===== src/rtl/logic_dispatch.sv =====
// logic_dispatch: accepts one logical-op instruction at a time, reads its sources from a
// synchronous register file, runs it through the logical unit and writes the result back.
`default_nettype none

module logic_dispatch #(
    parameter int              WORD_SIZE = 19,
    parameter int              REG_AW    = 4,
    parameter int              OPC_W     = 5,
    parameter logic [OPC_W-1:0] OPC_AND  = 5'h08,
    parameter logic [OPC_W-1:0] OPC_OR   = 5'h09,
    parameter logic [OPC_W-1:0] OPC_XOR  = 5'h0A,
    parameter logic [OPC_W-1:0] OPC_NOT  = 5'h0B
) (
    input  logic                 clk,
    input  logic                 rst_n,
    input  logic                 instr_valid,
    input  logic [WORD_SIZE-1:0] instr,
    output logic                 instr_ready,
    output logic [REG_AW-1:0]    rf_raddr1,
    output logic [REG_AW-1:0]    rf_raddr2,
    input  logic [WORD_SIZE-1:0] rf_rdata1,
    input  logic [WORD_SIZE-1:0] rf_rdata2,
    output logic [OPC_W-1:0]     lu_opcode,
    output logic [WORD_SIZE-1:0] lu_op1,
    output logic [WORD_SIZE-1:0] lu_op2,
    input  logic [WORD_SIZE-1:0] lu_result,
    output logic                 wb_en,
    output logic [REG_AW-1:0]    wb_addr,
    output logic [WORD_SIZE-1:0] wb_data,
    output logic                 done,
    output logic                 illegal,
    output logic                 zero
);

    localparam int RD_MSB  = WORD_SIZE - OPC_W - 1;
    localparam int RS1_MSB = RD_MSB - REG_AW;
    localparam int RS2_MSB = RS1_MSB - REG_AW;
    localparam int RSV_W   = RS2_MSB - REG_AW + 1;

    typedef enum logic [2:0] {
        IDLE = 3'd0,
        READ = 3'd1,
        EXEC = 3'd2,
        WB   = 3'd3,
        ERR  = 3'd4
    } state_t;

    state_t             state;
    logic [OPC_W-1:0]   ir_opc;
    logic [REG_AW-1:0]  ir_rd;

    logic [OPC_W-1:0]   dec_opc;
    logic [RSV_W-1:0]   dec_rsv;
    logic               dec_legal;

    assign dec_opc   = instr[WORD_SIZE-1 -: OPC_W];
    assign dec_rsv   = instr[RSV_W-1:0];
    assign dec_legal = ((dec_opc == OPC_AND) || (dec_opc == OPC_OR) ||
                        (dec_opc == OPC_XOR) || (dec_opc == OPC_NOT)) &&
                       (dec_rsv == '0);

    // Gated by rst_n so the source sees not-ready while reset is held.
    assign instr_ready = rst_n && (state == IDLE);

    // Read data only exists during EXEC, so the operand path cannot be registered.
    assign lu_opcode = (state == EXEC) ? ir_opc    : '0;
    assign lu_op1    = (state == EXEC) ? rf_rdata1 : '0;
    assign lu_op2    = (state == EXEC) ? rf_rdata2 : '0;

    always_ff @(posedge clk or negedge rst_n) begin
        if (!rst_n) begin
            state     <= IDLE;
            ir_opc    <= '0;
            ir_rd     <= '0;
            rf_raddr1 <= '0;
            rf_raddr2 <= '0;
            wb_en     <= 1'b0;
            wb_addr   <= '0;
            wb_data   <= '0;
            done      <= 1'b0;
            illegal   <= 1'b0;
            zero      <= 1'b0;
        end else begin
            case (state)
                IDLE: begin
                    if (instr_valid) begin
                        ir_opc    <= dec_opc;
                        ir_rd     <= instr[RD_MSB -: REG_AW];
                        rf_raddr1 <= instr[RS1_MSB -: REG_AW];
                        rf_raddr2 <= instr[RS2_MSB -: REG_AW];
                        if (dec_legal) begin
                            state <= READ;
                        end else begin
                            state   <= ERR;
                            done    <= 1'b1;
                            illegal <= 1'b1;
                        end
                    end
                end
                READ: begin
                    state <= EXEC;
                end
                EXEC: begin
                    wb_en   <= 1'b1;
                    done    <= 1'b1;
                    wb_addr <= ir_rd;
                    wb_data <= lu_result;
                    state   <= WB;
                end
                WB: begin
                    zero    <= (wb_data == '0);
                    wb_en   <= 1'b0;
                    done    <= 1'b0;
                    wb_addr <= '0;
                    wb_data <= '0;
                    state   <= IDLE;
                end
                ERR: begin
                    done    <= 1'b0;
                    illegal <= 1'b0;
                    state   <= IDLE;
                end
                default: begin
                    state <= IDLE;
                end
            endcase
        end
    end

endmodule

`default_nettype wire


===== config.mk =====
export PLATFORM = sky130hd
export DESIGN_NAME = logic_dispatch
export DESIGN_NICKNAME = d
export VERILOG_FILES = /design/src/rtl/logic_dispatch.sv
export SDC_FILE = /design/constraint.sdc
export NUM_CORES = 1
export LEC_CHECK = 0
export BUFFER_PORTS_ARGS = -buffer_cell sky130_fd_sc_hd__buf_2
export CORE_UTILIZATION = 40
export DETAILED_ROUTE_END_ITERATION = 12
export PLACE_DENSITY = 0.78
export SETUP_SLACK_MARGIN = 0.15
export SLEW_MARGIN = 20
export SYNTH_ARGS = -nofsm -noshare
export SYNTH_HDL_FRONTEND = slang
export SYNTH_SLANG_ARGS = --single-unit

===== constraint.sdc =====
create_clock -name clk -period 1.98 [get_ports clk]
set_input_delay 0 -clock clk [delete_from_list [all_inputs] [get_ports clk]]
set_output_delay 0 -clock clk [all_outputs]
set_load 0.01 [all_outputs]

==> Flow_metrics.wiki, run 1 <==
{| class="wikitable"
! Metric !! Value
|-
| Result of the run || finished, final reports clean
|-
| Maximum fanout along the worst path || 24
|-
| Fin Clk Skew || 0.00760 ns
|-
| WL per Instance || 14.1 µm
|-
| Detailed Route Iter0 Violations || 101
|-
| Share of the synthesized area in the top cell type || 0.548
|-
| Nature of the critical path endpoint || flip-flop
|-
| Number of cells on the worst reg-to-reg path || 3
|-
| Total overflow reported by the global router || 0
|-
| Net Sw Frac || 0.386
|-
| Number of synthesized register bits || 47
|-
| Initial core utilization || 0.417
|-
| Number of enable-type register cells in the synthesized netlist || 0
|-
| Data required time of the worst path || 2.22 ns
|-
| Pre-CTS setup slack || 0.339 ns
|-
| Number of buffers on the longest clock path || 2
|-
| Clock tree root buffer cell || clkbuf_8
|-
| Share of synthesized area occupied by flip-flops and latches || 0.548
|-
| Number of warnings reported in the yosys synthesis log || 0
|-
| Critical path type || flip-flop to flip-flop
|-
| Register-to-register setup slack || 0.34 ns
|-
| Number of detailed-route iterations in the first pass || 5
|-
| Ranking of synthesized cells by area || dfrtp_1 55%, and3_1 13%, a22o_1 9.0%
|-
| Hold Vio Cnt, Final || 0
|-
| Combined area of all synthesized cells || 2140 µm²
|-
| Share of the cycle needed by the critical path after routing || 0.829
|-
| Leakage dissipation || 1.98 nW
|-
| Hold Path Class || input pin to flip-flop
|-
| Die Y || 75.2 µm
|-
| Startpoint kind of the worst setup timing path || flip-flop
|-
| Fill cell total of the finished layout || 413
|-
| Asr flop ratio synth || 1.00
|-
| Number of setup violations in the final report || 0
|-
| Max cap viols || 0
|-
| Sequential fraction of design power || 0.376
|-
| Clock group share of total power || 0.135
|-
| Max Slew Vio Count || 0
|-
| Placed cell area || 2950 µm²
|-
| Worst relative slew slack || 0.417
|-
| Number of antenna violations at the first check in global routing || 0
|-
| Number of sinks handled by clock tree synthesis || 47
|-
| Die outline width || 75.2 µm
|-
| Power per standard cell area || 1330 nW/µm²
|-
| Gate count after technology mapping || 178
|-
| Worst reg2reg endpoint || wb_addr[1]
|-
| Start of the worst register-to-register path || state[0]
|-
| Number of vias in the routed layout || 2142
|-
| CTS tree || yes
|-
| Beginning of the critical path || state[0]
|-
| Tmin final || 1.64 ns
|-
| Rows || 26
|-
| Maximum number of pins on one net before global-route repair || 50
|-
| Actual slew at the worst max-slew pin || 0.874 ns
|-
| Clock transition at path regs || 0.08 ns
|-
| Final net count || 444
|-
| Average via count per standard cell || 4.91
|-
| Combinational power share || 0.489
|-
| Worst hold path stage count || 3
|-
| Routed wire length || 6.16 mm
|-
| Clock network latency to the later pin of the worst-skew pair || 0.30 ns
|-
| Number of buffer cells added on primary ports || 157
|-
| Predominant post-synthesis flop cell || dfrtp_1
|-
| Cts bufs inserted || 5
|-
| Internal Pwr Total || 2.79 mW
|-
| Number of antenna-violating nets in the routed design || 0
|-
| Die footprint || 5660 µm²
|-
| Fmax || 609 MHz
|-
| DRC viols || 0
|-
| Placer congestion estimate || 0.718
|-
| CORE AREA || 5140 µm²
|-
| Antenna cells || 0
|-
| Startpoint of the most critical hold path || instr_valid
|-
| Power dissipated by switching net loads || 1.75 mW
|-
| Total nets after synthesis || 257
|-
| Via count of the first global-routing pass || 1844
|-
| I/O pin cnt || 158
|-
| Post-synth top area cell || dfrtp_1
|-
| Peak supply drop || 0.692 mV
|-
| All-layer global routing usage || 0.206
|-
| Detailed Place HPWL || 3.93 mm
|-
| Post-CTS Setup Inserts || 0
|-
| Wire length of the first global-routing pass || 8.69 mm
|-
| # H-tree levels || 2
|-
| RSZ-0062 raised after global routing || no
|-
| Data arrival at the endpoint of the critical path || 1.88 ns
|-
| Fraction of layout cells with a size suffix above 1 || 0.519
|-
| Synthesized area divided by synthesized cell count || 12.0 µm²
|-
| Final standard cell area without fillers || 3410 µm²
|-
| Netlist cell types || 30
|-
| Accumulated negative setup slack || 0 ns
|-
| Worst hold path endpoint || illegal
|-
| Area Growth Syn to Fin || 59.2%
|-
| Slack of the critical path || 0.339 ns
|}
-- stage by stage --
stage | util | power, mW | cells | hold slack [ns]
global route | 0.664 | 4.86 | 436 | 0.0309
CTS | 0.664 | 4.55 | 436 | 0.00570
floorplan | - | 3.12 | 178 | -0.296
finish | 0.664 | 4.54 | 436 | 0.0123
detailed placement | 0.573 | 3.88 | 391 | -0.0317
global placement | 0.573 | 3.82 | 391 | -0.0294
-- flip-flops by register name, summed over array words and instances (netlist names) --
| signal | cells |
|---|---|
| done | 1 |
| illegal | 1 |
| ir_opc | 5 |
| ir_rd | 4 |
| rf_raddr1 | 4 |
| rf_raddr2 | 4 |
| state | 3 |
| wb_addr | 4 |
| wb_data | 19 |
| wb_en | 1 |
| zero | 1 |
-- logic make-up after synthesis --
logic type | after synthesis | share of synthesized area
flops | 47 | 0.548
simple gates | 62 | 0.183
buf+inv | 19 | 0.0490
compound gates | 32 | 0.126
xor+xnor | 1 | 0.00408
mux | 17 | 0.0893
-- critical path: stages, from the launching register on --
cell,delay (ns)
dfrtp_1,0.48
nor2_2,0.13
and2_1,0.71
a22o_1,0.26
-- power by group through the flow --
stage,registers (mW),clock network [mW],logic (mW)
after floorplan,1.82,0,1.29
after global placement,1.71,0,2.11
after detailed placement,1.72,0,2.16
after CTS,1.71,0.622,2.22
after global routing,1.77,0.661,2.43
final,1.71,0.613,2.22
-- final cells by class --
class | count | area [µm²] | area share
clock buffer | 6 | 82.6 | 0.0242
clock inverter | 2 | 13.8 | 0.00403
multi-input combinational | 112 | 863 | 0.253
tap | 70 | 87.6 | 0.0257
inverter | 1 | 3.75 | 0.00110
timing repair buffer | 198 | 1190 | 0.348
sequential | 47 | 1180 | 0.345
-- worst max-delay path by stage --
stage | endpoint | depth (start not counted)
finish | wb_addr[1] | 3
global route | wb_addr[3] | 3
CTS | wb_data[1] | 3
detailed placement | wb_data[0] | 3
global placement | wb_data[1] | 3
floorplan | ir_opc[4] | 6
-- what timing repair did --
| item | 4_1_cts | 5_1_grt |
|---|---|---|
| resized for setup | 0 | 0 |
| endpoints found under the hold margin | 55 | 0 |
| hold buffers | 37 | 0 |
-- cells in the mapped netlist (all sizes together), types with 2 or more instances --
master and number:
mux2 17, o21ai 2, dfrtp 47, nor4 3, or4 2, a22o 23
buf 7, and3 43, and2 3, nor2 4, o21a 2, clkbuf 11
-- cells in the final DEF (no fill, tap or decap) --
cell type,n
nor3_2,1
buf_4,4
and2_4,1
clkbuf_8,6
nand2_1,1
nor4_1,3
nor3b_1,1
o21a_1,2
a22o_2,1
o21ai_0,2
nor2_2,1
inv_6,1
nand3b_1,1
or3_1,1
a22o_1,22
or4_1,2
xnor2_1,1
buf_2,157
a21o_1,1
mux2_2,17
a32o_1,1
and3_1,43
nor2_1,3
dfrtp_1,47
a22oi_1,1
or4b_1,1
clkinv_2,1
o211ai_1,1
a222oi_1,1
nand2b_1,1
and2_1,2
dlygate4sd3_1,37
inv_1,1
-- layer usage --
layer,wire [µm],vias up,GRT usage
li1,-,1032,-
met1,2560,1005,0.251
met2,3150,97,0.370
met3,374,8,0.0375
met4,76,0,0.0638
met5,0,-,0
Note: power is estimated with default switching activity, not from simulation.
==> inputs of run 2 (changes only) <==
--- a/config.mk
+++ b/config.mk
@@ -6,9 +6,9 @@
 export NUM_CORES = 1
 export LEC_CHECK = 0
 export BUFFER_PORTS_ARGS = -buffer_cell sky130_fd_sc_hd__buf_2
-export CORE_UTILIZATION = 40
+export CORE_UTILIZATION = 36
 export DETAILED_ROUTE_END_ITERATION = 12
-export PLACE_DENSITY = 0.78
+export PLACE_DENSITY = 0.74
 export SETUP_SLACK_MARGIN = 0.15
 export SLEW_MARGIN = 20
 export SYNTH_ARGS = -nofsm -noshare
==> constraint.sdc (replaced) <==
create_clock -name clk -period 1.5 [get_ports clk]
set_input_delay 0 -clock clk [delete_from_list [all_inputs] [get_ports clk]]
set_output_delay 0 -clock clk [all_outputs]
set_load 0.01 [all_outputs]
==> run 2 against run 1 <==
The flow now finishes with violations (negative setup slack); die area increased by 11%; critical path depth increased by 3; register-to-register slack got worse by 0.29 ns; critical endpoint is now lu_opcode[0]; largest power group unchanged.
==> Flow_metrics.wiki, run 2 (synthesis results as in run 1) <==
{| class="wikitable"
! Metric !! Value
|-
| Hold Path Class || input pin to flip-flop
|-
| Die footprint || 6270 µm² (+11%)
|-
| Antenna cells || 0 (unchanged)
|-
| Initial core utilization || 0.382 (-0.0348)
|-
| Minimum hold slack || 0.0181 ns (+0.00580 ns)
|-
| Critical Path Sink || lu_opcode[0]
|-
| Maximum number of pins on one net before global-route repair || 38 (-24%)
|-
| Share of the cycle needed by the critical path after routing || 1.04
|-
| Number of cells on the worst reg-to-reg path || 5 (+2)
|-
| Start of the worst register-to-register path || state[0]
|-
| Cts bufs inserted || 5 (unchanged)
|-
| Data required time of the worst path || 1.50 ns (-0.72 ns)
|-
| Nature of the critical path endpoint || primary output
|-
| Number of sinks handled by clock tree synthesis || 47 (unchanged)
|-
| Result of the run || finished with violations
|-
| Core utilization of the finished layout || 0.690 (+0.0256)
|-
| Sequential fraction of design power || 0.306 (-0.070)
|-
| Final standard cell area without fillers || 3870 µm² (+13%)
|-
| Met1 layer wirelength in the final routing || 3.02 mm (+18%)
|-
| Number of detailed-route iterations in the first pass || 4 (-1)
|-
| Fill cell total of the finished layout || 438 (+6.1%)
|-
| Number of buffer cells added on primary ports || 157 (unchanged)
|-
| Top Registers || wb_data (19), ir_opc (5)
|-
| Average via count per standard cell || 4.87 (-0.87%)
|-
| Maximum fanout along the worst path || 5 (-79%)
|-
| Startpoint kind of the worst setup timing path || flip-flop
|-
| Max Slew Vio Count || 0 (unchanged)
|-
| DRC viols || 0 (unchanged)
|-
| Final net count || 468 (+5.4%)
|-
| Power per standard cell area || 1880 nW/µm² (+41%)
|-
| Fmax || 642 MHz
|-
| Routed length on met3 || 400 µm (+7.0%)
|-
| Number of antenna violations at the first check in global routing || 0 (unchanged)
|-
| Wire length of the first global-routing pass || 10.3 mm (+18%)
|-
| Clock group share of total power || 0.100 (-0.035)
|-
| Critical path type || flip-flop to primary output
|-
| Via count of the first global-routing pass || 2091 (+13%)
|-
| Detailed Place HPWL || 4.36 mm (+11%)
|-
| Clock transition at path regs || 0.08 ns (about the same)
|-
| Multi-input combinational cell area || 950 µm² (+10%)
|-
| Failing checks || negative setup slack
|-
| Register-to-register setup slack || 0.05 ns (-0.29 ns)
|-
| All-layer global routing usage || 0.211 (+0.00508)
|-
| Worst reg2reg endpoint || ir_rd[1]
|-
| CTS tree || yes
|-
| Max reg flops || 19 (unchanged)
|-
| Combinational power share || 0.594 (+0.105)
|-
| Leakage dissipation || 2.19 nW (+11%)
|-
| Peak supply drop || 0.922 mV (+33%)
|-
| Rows || 27 (+3.8%)
|-
| Clock tree root buffer cell || clkbuf_8
|-
| Slack of the critical path || -0.0569 ns (-0.396 ns)
|-
| Number of vias in the routed layout || 2250 (+5.0%)
|-
| I/O pin cnt || 158 (unchanged)
|-
| Accumulated negative setup slack || -0.941 ns (-0.941 ns)
|-
| Die Y || 79.2 µm (+5.3%)
|-
| Area Growth Syn to Fin || 80.3%
|-
| Most common library cell in the layout ignoring fill and taps || buf_2
|-
| Power dissipated by switching net loads || 2.62 mW (+50%)
|-
| Detailed Route Iter0 Violations || 116 (+15%)
|-
| Placer congestion estimate || 0.753 (+4.8%)
|-
| Die outline width || 79.2 µm (+5.3%)
|-
| Routed met2 length || 3.35 mm (+6.3%)
|-
| Number of antenna-violating nets in the routed design || 0 (unchanged)
|-
| Max cap viols || 0 (unchanged)
|-
| Actual slew at the worst max-slew pin || 0.327 ns (-0.547 ns)
|-
| Internal Pwr Total || 4.64 mW (+66%)
|-
| Routed wire length || 6.85 mm (+11%)
|-
| CORE AREA || 5610 µm² (+9.1%)
|-
| # H-tree levels || 2 (unchanged)
|-
| Register ranked first by flip-flop count || wb_data
|-
| Fin Clk Skew || 0.00308 ns (-0.00452 ns)
|-
| Hold Vio Cnt, Final || 0 (unchanged)
|-
| Total overflow reported by the global router || 0 (unchanged)
|-
| Placed cell area || 3030 µm² (+2.8%)
|-
| Fraction of layout cells with a size suffix above 1 || 0.569 (+0.0501)
|-
| Number of buffers on the longest clock path || 2 (unchanged)
|-
| Worst relative slew slack || 0.780 (+0.363)
|-
| Number of setup violations in the final report || 42 (+42)
|-
| Top sig layer || met4
|-
| Reg area || 1180 µm² (unchanged)
|-
| Data arrival at the endpoint of the critical path || 1.56 ns (-0.32 ns)
|-
| Tmin final || 1.56 ns
|-
| WL per Instance || 14.8 µm (+4.9%)
|-
| Clock network latency to the later pin of the worst-skew pair || 0.29 ns (about the same)
|-
| Startpoint of the most critical hold path || instr_valid
|-
| Beginning of the critical path || state[0]
|-
| Net Sw Frac || 0.361 (-0.0249)
|-
| RSZ-0062 raised after global routing || yes
|-
| Most frequent cells in the layout || 152 x buf_2, 47 x dfrtp_1, 38 x and3_1
|}
[run 2: changes by cell type in the layout (fill, tap and decap cells not counted), sizes merged]
cell | previous run | this run
buf | 161 | 182
inv | 2 | 1
clkbuf | 6 | 10
[run 2: power groups by stage]
stage	Sequential (mW)	Combinational (mW)	Clock, mW
6_report	2.22	4.31	0.725
5_1_grt	2.29	4.60	0.808
4_1_cts	2.21	3.83	0.753
3_5_place_dp	2.23	3.12	0
3_3_place_gp	2.21	3.05	0
2_1_floorplan	2.41	1.82	0
[run 2: cell type report]
class / count / share of cell area
Inverter: 1 / 0.000971
Multi-Input combinational cell: 112 / 0.246
Tap cell: 72 / 0.0233
Clock inverter: 1 / 0.00129
Clock buffer: 7 / 0.0197
Timing Repair Buffer: 222 / 0.405
Sequential cell: 47 / 0.304
[run 2: how the worst min path moves through the flow]
stage,to,slack [ns],cells past startpoint
5_1_grt,illegal,0.002,3
2_1_floorplan,done,-0.30,0
6_report,illegal,0.02,3
4_1_cts,illegal,0.0008,3
3_3_place_gp,wb_data[0],0.03,2
3_5_place_dp,zero,0.04,2
[run 2: metrics by stage]
stage	power (mW)	cells	worst slack (ns)
6_report	7.26	462	-0.0569
5_1_grt	7.70	462	-0.116
4_1_cts	6.79	456	-0.0336
3_5_place_dp	5.35	399	0.0464
3_3_place_gp	5.26	399	0.0757
2_1_floorplan	4.23	178	0.0520
[run 2: timing repair]
| item | in CTS | in global routing |
|---|---|---|
| cloned | 2 | 3 |
| hold buffers | 37 | 0 |
| pin swaps | 4 | 6 |
| buffers inserted | 10 | 3 |
| endpoints found under the setup margin | 61 | 88 |
| gates resized for setup | 12 | 20 |
| hold endpoints to repair | 84 | 0 |
[run 2: metal layers]
metal  GRT usage  vias to the layer above
met5           0                        -
met4      0.0618                        0
met3      0.0414                       12
met2       0.352                       95
met1       0.277                     1054
li1            -                     1089
[run 2: critical path, cell delays in order, from the launching register on]
cell and delay [ns]:
dfrtp_1 0.40, buf_6 0.13, nor2_4 0.16, buf_6 0.15, clkbuf_16 0.13, and3_1 0.16
buf_2 0.14
==> inputs of run 3 (changes only) <==
==> constraint.sdc (replaced) <==
create_clock -name clk -period 1.5 [get_ports clk]
set_input_delay 0 -clock clk [delete_from_list [all_inputs] [get_ports clk]]
set_output_delay 0 -clock clk [all_outputs]
set_load 0.1 [all_outputs]
==> run 3 against run 2 <==
The flow still finishes with violations (negative setup slack); maximum frequency is 2.9% lower; sequential share of layout area is 5.3 points lower; routed wire length is 26% higher; final area is 24% higher; first-iteration DRC count is 7.8% lower; flip-flop and latch count stayed put; die area stayed put; worst hold slack better by 0.038 ns; global-route usage is 5.4 points higher; non-clock buffer count is 4 higher; critical endpoint is now lu_op1[4].
==> Flow_metrics.wiki, run 3 (synthesis results as in run 1) <==
{| class="wikitable"
! Metric !! Value
|-
| Result of the run || finished with violations
|-
| Failing checks || negative setup slack
|-
| Die Y || 79.2 µm (unchanged)
|-
| Cts bufs inserted || 5 (unchanged)
|-
| RSZ-0062 raised after global routing || yes
|-
| Hold Path Class || input pin to flip-flop
|-
| Wire length of the first global-routing pass || 12.6 mm (+23%)
|-
| All-layer global routing usage || 0.265 (+0.0538)
|-
| Max cap viols || 0 (unchanged)
|-
| Number of antenna violations at the first check in global routing || 0 (unchanged)
|-
| Data arrival at the endpoint of the critical path || 1.60 ns (+0.04 ns)
|-
| Maximum number of pins on one net before global-route repair || 32 (-16%)
|-
| Nature of the critical path endpoint || primary output
|-
| Critical Path Most Common Cell || buf_12
|-
| Register ranked first by flip-flop count || wb_data
|-
| Top Registers || wb_data (19), ir_opc (5)
|-
| Core utilization of the finished layout || 0.853 (+0.163)
|-
| Area Growth Syn to Fin || 123%
|-
| WL per Instance || 18.5 µm (+25%)
|-
| Slack of the critical path || -0.103 ns (-0.0457 ns)
|-
| Clock network latency to the later pin of the worst-skew pair || 0.30 ns (about the same)
|-
| Startpoint kind of the worst setup timing path || flip-flop
|-
| Detailed Route Iter0 Violations || 107 (-7.8%)
|-
| Antenna cells || 0 (unchanged)
|-
| Ordered list of cells on the worst path || buf_6, nor2_4, buf_12, buf_8, and3_4, buf_12
|-
| Number of sinks handled by clock tree synthesis || 47 (unchanged)
|-
| Total overflow reported by the global router || 0 (unchanged)
|-
| Largest stage delay on the critical path || 0.43 ns (+0.03 ns)
|-
| Fin Clk Skew || 0.00776 ns (+0.00468 ns)
|-
| Placer congestion estimate || 0.742 (-1.4%)
|-
| Number of cells on the worst reg-to-reg path || 6 (+1)
|-
| CTS tree || yes
|-
| Minimum hold slack || 0.0559 ns (+0.0378 ns)
|-
| Share of the cycle needed by the critical path after routing || 1.07 (+0.0305)
|-
| Number of vias in the routed layout || 2442 (+8.5%)
|-
| Tmin final || 1.60 ns (+0.0457 ns)
|-
| Number of buffer cells added on primary ports || 157 (unchanged)
|-
| Via count of the first global-routing pass || 2602 (+24%)
|-
| I/O pin cnt || 158 (unchanged)
|-
| Most common library cell in the layout ignoring fill and taps || buf_2
|-
| Fill cell total of the finished layout || 290 (-34%)
|-
| Final net count || 472 (+0.85%)
|-
| Die footprint || 6270 µm² (unchanged)
|-
| Number of antenna-violating nets in the routed design || 0 (unchanged)
|-
| Detailed Place HPWL || 5.10 mm (+17%)
|-
| Critical Path Sink || lu_op1[4]
|-
| Start of the worst register-to-register path || state[2]
|-
| Hold Vio Cnt, Final || 0 (unchanged)
|-
| Data required time of the worst path || 1.50 ns (about the same)
|-
| Worst hold path stage count || 3 (unchanged)
|-
| Max Slew Vio Count || 0 (unchanged)
|-
| Fraction of layout cells with a size suffix above 1 || 0.708 (+0.139)
|-
| Clock tree root buffer cell || clkbuf_8
|-
| CORE AREA || 5610 µm² (unchanged)
|-
| Actual slew at the worst max-slew pin || 0.509 ns (+0.182 ns)
|-
| Worst reg2reg endpoint || zero
|-
| DRC viols || 0 (unchanged)
|-
| Maximum fanout along the worst path || 10 (+5)
|-
| Clock transition at path regs || 0.08 ns (about the same)
|-
| # H-tree levels || 2 (unchanged)
|-
| Initial core utilization || 0.382 (unchanged)
|-
| Max reg flops || 19 (unchanged)
|-
| Register-to-register setup slack || -0.06 ns (-0.11 ns)
|-
| Beginning of the critical path || state[2]
|-
| Fmax || 624 MHz (-2.9%)
|-
| Number of detailed-route iterations in the first pass || 4 (unchanged)
|-
| Most frequent cells in the layout || 113 x buf_2, 49 x buf_12, 43 x and3_4
|-
| Critical path type || flip-flop to primary output
|-
| Rows || 27 (unchanged)
|-
| Number of buffers on the longest clock path || 2 (unchanged)
|-
| Routed wire length || 8.63 mm (+26%)
|-
| Worst relative slew slack || 0.663 (-0.117)
|-
| Worst-path cell with the longest stage delay || dfrtp_1
|-
| Average via count per standard cell || 5.24 (+7.6%)
|-
| Number of setup violations in the final report || 51 (+21%)
|-
| Die outline width || 79.2 µm (unchanged)
|}
[run 3: changes by cell type in the layout (fill, tap and decap cells not counted), sizes merged]
cell	before	now
clkinvlp	0	1
buf	182	187
clkbuf	10	8
[run 3: cell type report]
cell class	count	area [µm²]	share of cell area
clock inverters	2	12.5	0.00262
flip-flops and latches	47	1200	0.251
repair buffers	226	2220	0.465
inverters	1	3.75	0.000785
multi-input cells	112	1180	0.247
clock buffers	6	72.6	0.0152
well taps	72	90.1	0.0188
[run 3: metrics by stage]
| step | setup TNS (ns) | instance area (µm²) | instances | worst slack (ns) |
|---|---|---|---|---|
| 4_1_cts | -2.52 | 4600 | 458 | -0.0641 |
| 2_1_floorplan | -0.143 | 2420 | 178 | -0.143 |
| 5_1_grt | -6.74 | 4780 | 466 | -0.155 |
| 6_report | -3.91 | 4780 | 466 | -0.103 |
| 3_3_place_gp | -0.00553 | 3940 | 401 | -0.00553 |
| 3_5_place_dp | -0.0472 | 3940 | 401 | -0.0472 |
[run 3: per-layer routing]
layer  up-vias  routed length, µm  GRT usage
li1       1094                  -          -
met1      1190               3150      0.285
met2       128               4630      0.470
met3        30                553     0.0690
met4         0                304      0.144
met5         -                  0          0
[run 3: critical path: cells and delay by family (launching register included)]
kind                   cells  cell delay, ns
buffers and inverters      4            0.58
DFF                        1            0.43
and+or+nand+nor            2            0.30
[run 3: worst min path at each step]
stage / to / slack (ns) / from
2_1_floorplan: done / -0.30 / rst_n
3_3_place_gp: wb_addr[3] / -0.005 / rst_n
3_5_place_dp: state[1] / -0.002 / rst_n
4_1_cts: illegal / 0.004 / instr_valid
5_1_grt: illegal / 0.07 / instr_valid
6_report: done / 0.06 / instr_valid
[run 3: timing repair]
action	CTS	global route
setup buffers	7	5
pin swaps	6	8
cloned	5	3
hold buffers	37	0
hold endpoints to repair	83	0
endpoints found under the setup margin	63	88
resized for setup	24	25
Power of run 3 is left out: the tool's default activity adds up to more than one toggle a clock period on the data nets, which glitch-free logic cannot reach.
